<file path="src/rtl/regfile_mp.sv">
// regfile_mp: parametrised multi-port register file with a clear sequencer and busy/ready handshake.
// Define REGFILE_WR_BYPASS_EN to forward a committing write to matching read ports in the same cycle.
module regfile_mp #(
  parameter int DATA_W   = 64,
  parameter int ADDR_W   = 5,
  parameter int NUM_RD   = 2,
  parameter int ZERO_TOP = 1
) (
  input  logic                     clk,
  input  logic                     reset_n,
  input  logic                     wr_en,
  input  logic [ADDR_W-1:0]        wr_addr,
  input  logic [DATA_W-1:0]        wr_data,
  output logic                     wr_ready,
  input  logic [NUM_RD*ADDR_W-1:0] rd_addr,
  output logic [NUM_RD*DATA_W-1:0] rd_data,
  input  logic                     clr_req,
  output logic                     clr_busy
);
  localparam int DEPTH = 2**ADDR_W;
  localparam logic [ADDR_W-1:0] TOP = '1;
  typedef enum logic [1:0] {IDLE = 2'b01, CLEAR = 2'b10} state_t;
  state_t state, state_nx;
  logic [ADDR_W-1:0] cnt, cnt_nx;
  logic [DATA_W-1:0] mem [DEPTH];
  logic wr_commit;
  assign clr_busy = state == CLEAR;
  assign wr_ready = !clr_busy;
  assign wr_commit = wr_en && wr_ready && !(ZERO_TOP != 0 && wr_addr == TOP);
  // Any encoding other than CLEAR behaves as IDLE, so illegal states fall back there.
  always_comb begin
    state_nx = clr_busy ? (cnt == TOP ? IDLE : CLEAR) : (clr_req ? CLEAR : IDLE);
    cnt_nx = clr_busy ? cnt + 1'b1 : '0;
  end
  always_ff @(posedge clk or negedge reset_n)
    if (!reset_n) begin
      state <= IDLE;
      cnt <= '0;
    end else begin
      state <= state_nx;
      cnt <= cnt_nx;
    end
  always_ff @(posedge clk or negedge reset_n)
    if (!reset_n) for (int i = 0; i < DEPTH; i++) mem[i] <= '0;
    else if (clr_busy) mem[cnt] <= '0;
    else if (wr_commit) mem[wr_addr] <= wr_data;
  for (genvar k = 0; k < NUM_RD; k++) begin : g_rd
    logic [ADDR_W-1:0] a;
    logic [DATA_W-1:0] stored;
    assign a = rd_addr[k*ADDR_W +: ADDR_W];
    assign stored = (ZERO_TOP != 0 && a == TOP) ? '0 : mem[a];
`ifdef REGFILE_WR_BYPASS_EN
    assign rd_data[k*DATA_W +: DATA_W] = (wr_commit && a == wr_addr) ? wr_data : stored;
`else
    assign rd_data[k*DATA_W +: DATA_W] = stored;
`endif
  end
endmodule

</file>
<file path="config.mk">
export PLATFORM = sky130hd
export DESIGN_NAME = regfile_mp
export DESIGN_NICKNAME = d
export VERILOG_FILES = /design/src/rtl/regfile_mp.sv
export SDC_FILE = /design/constraint.sdc
export NUM_CORES = 2
export LEC_CHECK = 0
export BUFFER_PORTS_ARGS = -buffer_cell sky130_fd_sc_hd__buf_2
export CORE_MARGIN = 3
export CORE_UTILIZATION = 50
export CTS_CLUSTER_DIAMETER = 40
export DETAILED_ROUTE_END_ITERATION = 12
export PLACE_DENSITY = 0.72
export SYNTH_ARGS = -nofsm -noshare
export SYNTH_HDL_FRONTEND = slang
export SYNTH_SLANG_ARGS = --single-unit
</file>
<file path="constraint.sdc">
create_clock -name clk -period 3.2 [get_ports clk]
set_input_delay 0 -clock clk [delete_from_list [all_inputs] [get_ports clk]]
set_output_delay 0 -clock clk [all_outputs]
set_load 0.005 [all_outputs]
</file>
==> results <==
- The min-delay analysis places its worst path in the category in -> reg.
- The post-synthesis async set-or-reset flop share is 1.00.
- For this run, the register share of the synthesized area comes to 0.482.
- The average instance in the mapped netlist occupies ~13 sq um.
- The number of warnings printed during yosys synthesis is 0.
- The initial antenna violation count is 26.
- After synthesis, the netlist uses between 50 and 60 different library cells.
- The pin count of the biggest net entering global routing is between 100 and 150.
- The wire length of the first global-routing pass is 607000 um.
- Of all nets on the critical path, the largest fanout is 3.
- 213 I/O pins were placed.
- The synthesized net count is ~8000.
- For this run, design rule violations remaining after detail routing come to 0.
- The flow ran to the end, and the final reports show no timing, DRC or antenna violations.
- The pre-antenna-repair detailed-routing pass consisted of 7 iterations.
- Setup repair after global routing left no endpoint under its margin.
- In this design, the critical path's most frequently occurring cell is sky130_fd_sc_hd__a211oi_1.
- The number of buffers and inverters on the critical path is 1.
- In this run the critical register-to-register path is captured at mem[1959].
- The congestion estimate from routability-driven global placement came to 0.881.
- The number of design-rule violations left by the first detailed-router iteration is 12800.
- The sum of negative setup slack is 0 ps.
- The layout cell share with drive strength beyond 1 is 0.242.
- The buffer levels on the longest clock path is 4.
- The internal reg-to-reg setup slack is 230 ps.
- The required time of the critical path is 3200 ps.
- The peak per-stage delay on the critical path is between 700 and 800 ps.
- Summed over all layers, the routed wires come to 415000 um.
- Relative to the synthesized area, the layout overhead comes to 15.2%.
- The share of synthesized area in the top cell type comes to 0.482.
- The critical register-to-register path startpoint is state[0].
- Counting flops with a built-in enable in the synthesized netlist gives 0.
- The setup path with the least slack is of type reg -> out.
- The count of cells along the worst hold path is 5.
- The clock sink count is 2055.
- Once detailed placement completed, the half-perimeter wirelength came to 225000 um.
- The number of I/O port buffers is 212.
- The clock reaches the later pin of the worst-skew pair after 940 ps.
- Data arrives at the worst endpoint at around 3200 ps.
- The die is 468 um wide.
- The via density per instance is 7.84.
- The static power due to leakage is 55.6 nW.
- The tool flagged a number of max-cap violations equal to 0.
- Yosys attributes the largest share of cell area to sky130_fd_sc_hd__dfrtp_1 (48%), sky130_fd_sc_hd__a22o_1 (16%), sky130_fd_sc_hd__mux4_2 (14%).
- The cell with the biggest individual delay on the critical path is sky130_fd_sc_hd__a211oi_1.
- The maximum vdd ir drop is 646 uV.
- The combined area of all synthesized cells is between 100000 and 150000 sq um.
- Traced cell by cell, the critical path runs through mux4_2, a2bb2oi_1, a211oi_1, a211oi_1, buf_2.
- The most instantiated flip-flop cell in the synthesis netlist is sky130_fd_sc_hd__dfrtp_1.
- The category of the worst setup path launch point is a flip-flop.
- In this run the most critical hold path is launched from wr_addr[0].
- The die boundary height is ~470 um.
- The final setup violation count is 0.
- The total CTS buffers is about 310.
- The number of buffers inserted to repair setup after CTS is 0.
- The leading area contributor after synthesis is sky130_fd_sc_hd__dfrtp_1.
- The post-layout net count is 7996.
- Synthesis handed over a netlist of 7961 instances.
- After floorplanning, the core was divided into 168 placement rows.
- The final hold violation count is 0.
- The number of cell instances on the worst register-to-register path is 7.
- For the pin with the worst max-slew slack, the measured transition is 1400 ps.
- Dividing the final minimum period by the clock period gives 0.988.
- The minimum period implied by the final worst setup slack is approximately 3200 ps.
- The worst hold path terminates at mem[125].
- Power comes to 0.0778 W.
- The via count of the first global-routing pass is 88400.
- For this configuration, the core starts out at a cell density of 0.506.
- Timing would allow up to 316 MHz.
- The floorplan step defined a die boundary enclosing 219000 sq um.
- Broken down by cell family, the worst path's largest delay share belongs to compound AO/OA/AOI/OAI gates.
- Headroom to the max-slew limit came out at 0.0619.
- For this run, the total global-route usage over all layers was measured as 0.374.
- The vias after detailed routing is 85900.
- The CTS tree is built.
- Dividing the detail-routed wire length by the instance count gives 37.9 um.
- The worst setup path is captured at an output port.
- After clock tree synthesis, the clock-pin slew on the worst setup and hold paths is ~60 ps.
- In this run the number of H-tree levels came out at 5.
- The cell area power density is about 630 nW/um^2.
- For this run the aggregate overflow at the end of global routing stands at 0.
- The worst hold slack across all endpoints is 43.4 ps.
- The tree is rooted in a sky130_fd_sc_hd__clkbuf_16.
- The core region is 211000 sq um.
- The count of nets left with antenna violations after detail routing is 0.
- The register bit count reported by yosys is 2055.
- The final setup skew is 43.8 ps.
- The count of final max-slew check failures is 0.
synth_stat cells (50+ instances only):
master,count
sky130_fd_sc_hd__o22ai_1,127
sky130_fd_sc_hd__clkbuf_1,516
sky130_fd_sc_hd__a211oi_1,364
sky130_fd_sc_hd__and2_1,118
sky130_fd_sc_hd__o221ai_1,129
sky130_fd_sc_hd__dfrtp_1,2054
sky130_fd_sc_hd__nand2_1,117
sky130_fd_sc_hd__buf_6,51
sky130_fd_sc_hd__a22o_1,1984
sky130_fd_sc_hd__nor2b_1,68
sky130_fd_sc_hd__mux2_2,128
sky130_fd_sc_hd__a2bb2oi_1,110
sky130_fd_sc_hd__buf_2,378
sky130_fd_sc_hd__a21oi_1,114
sky130_fd_sc_hd__mux2i_1,768
sky130_fd_sc_hd__mux4_2,640
sky130_fd_sc_hd__buf_4,50
through the flow:
step / utilization / instance area [sq um] / setup WS, ps / cells
after detailed placement: 0.529 / 112000 / 366 / 10300
after CTS: 0.583 / 123000 / 20.1 / 10900
after floorplan: - / 107000 / 1180 / 7961
after global placement: 0.529 / 112000 / 327 / 10300
after global routing: 0.583 / 123000 / 15.6 / 11000
final: 0.583 / 123000 / 38.7 / 11000
worst register-to-register path, delay by kind of cell, from the launching register on:
kind / cells / cell delay (ps)
compound gates: 2 / 1340
flops: 1 / 380
buf+inv: 3 / 910
simple gates: 2 / 240
area by class of cell:
class	instances	area, sq um
diodes	20	50.0
clock buffers	373	8440
clock inverters	176	2030
fillers	16100	87900
inverters	12	57.6
multi-input cells	4871	50800
flip-flops and latches	2055	51400
well taps	2805	3510
repair buffers	654	6600
power by group:
group | internal, W | switching (W) | total, W
logic | 0.00573 | 0.00639 | 0.0121
registers | 0.0287 | 0.00228 | 0.0310
clock network | 0.0213 | 0.0134 | 0.0347
total | 0.0557 | 0.0221 | 0.0778
routing by layer:
layer / part of all wire / global-route usage / routed length, um
met5: 0.00074 / 0.00285 / 306
met4: 0.067 / 0.218 / 27900
met3: 0.16 / 0.160 / 66200
met2: 0.42 / 0.524 / 175000
met1: 0.35 / 0.483 / 146000
repair_timing:
item | 4_1_cts | 5_1_grt
setup endpoints to repair | 2 | 4
resized for setup | 2 | 4
hold buffers | 72 | 0
endpoints found under the hold margin | 4035 | 0
gates cloned | 0 | 0
flip-flops by register name, indices dropped and copies added, names as in the netlist:
name / count
mem: 2048
state: 2
cnt: 5
cells by family after synthesis:
group / Yosys count / share of synthesized area
xor gates and xnor gates: 2 / 0.000164
buffers and inverters: 1035 / 0.0462
DFF: 2055 / 0.482
muxes: 1536 / 0.221
adders and majority gates: 5 / 0.000586
AOI/OAI and AO/OA: 2912 / 0.228
and+or+nand+nor: 416 / 0.0225
worst max-delay path by stage:
stage,startpoint,to,slack [ps],depth (start not counted)
finish,mem[574],rd_data[126],40,5
global route,mem[931],rd_data[99],20,6
CTS,mem[675],rd_data[99],20,6
detailed placement,rd_addr[8],rd_data[99],370,9
global placement,rd_addr[8],rd_data[99],330,9
floorplan,state[0],mem[1539],1180,6
placed cells by master, fill, tap and decap left out, drive strengths merged, types with 5 or more instances in the layout:
cell         instances
mux4               640
o21ai               19
inv                 71
clkbuf             373
nor2b               68
mux2               128
a211oi             364
nand2              118
nor3                 9
a221oi              35
clkinv              67
bufinv              27
dlygate4sd3         71
a22o              1984
a21oi              135
and2               119
a2bb2oi            110
nor2                62
mux2i              768
diode               20
nand3                7
o22ai              127
ha                   5
dfrtp             2054
nand3b               6
clkinvlp            23
nand2b               5
buf                583
o221ai             129
a31oi                7
Power figures use the tool's default switching activity.
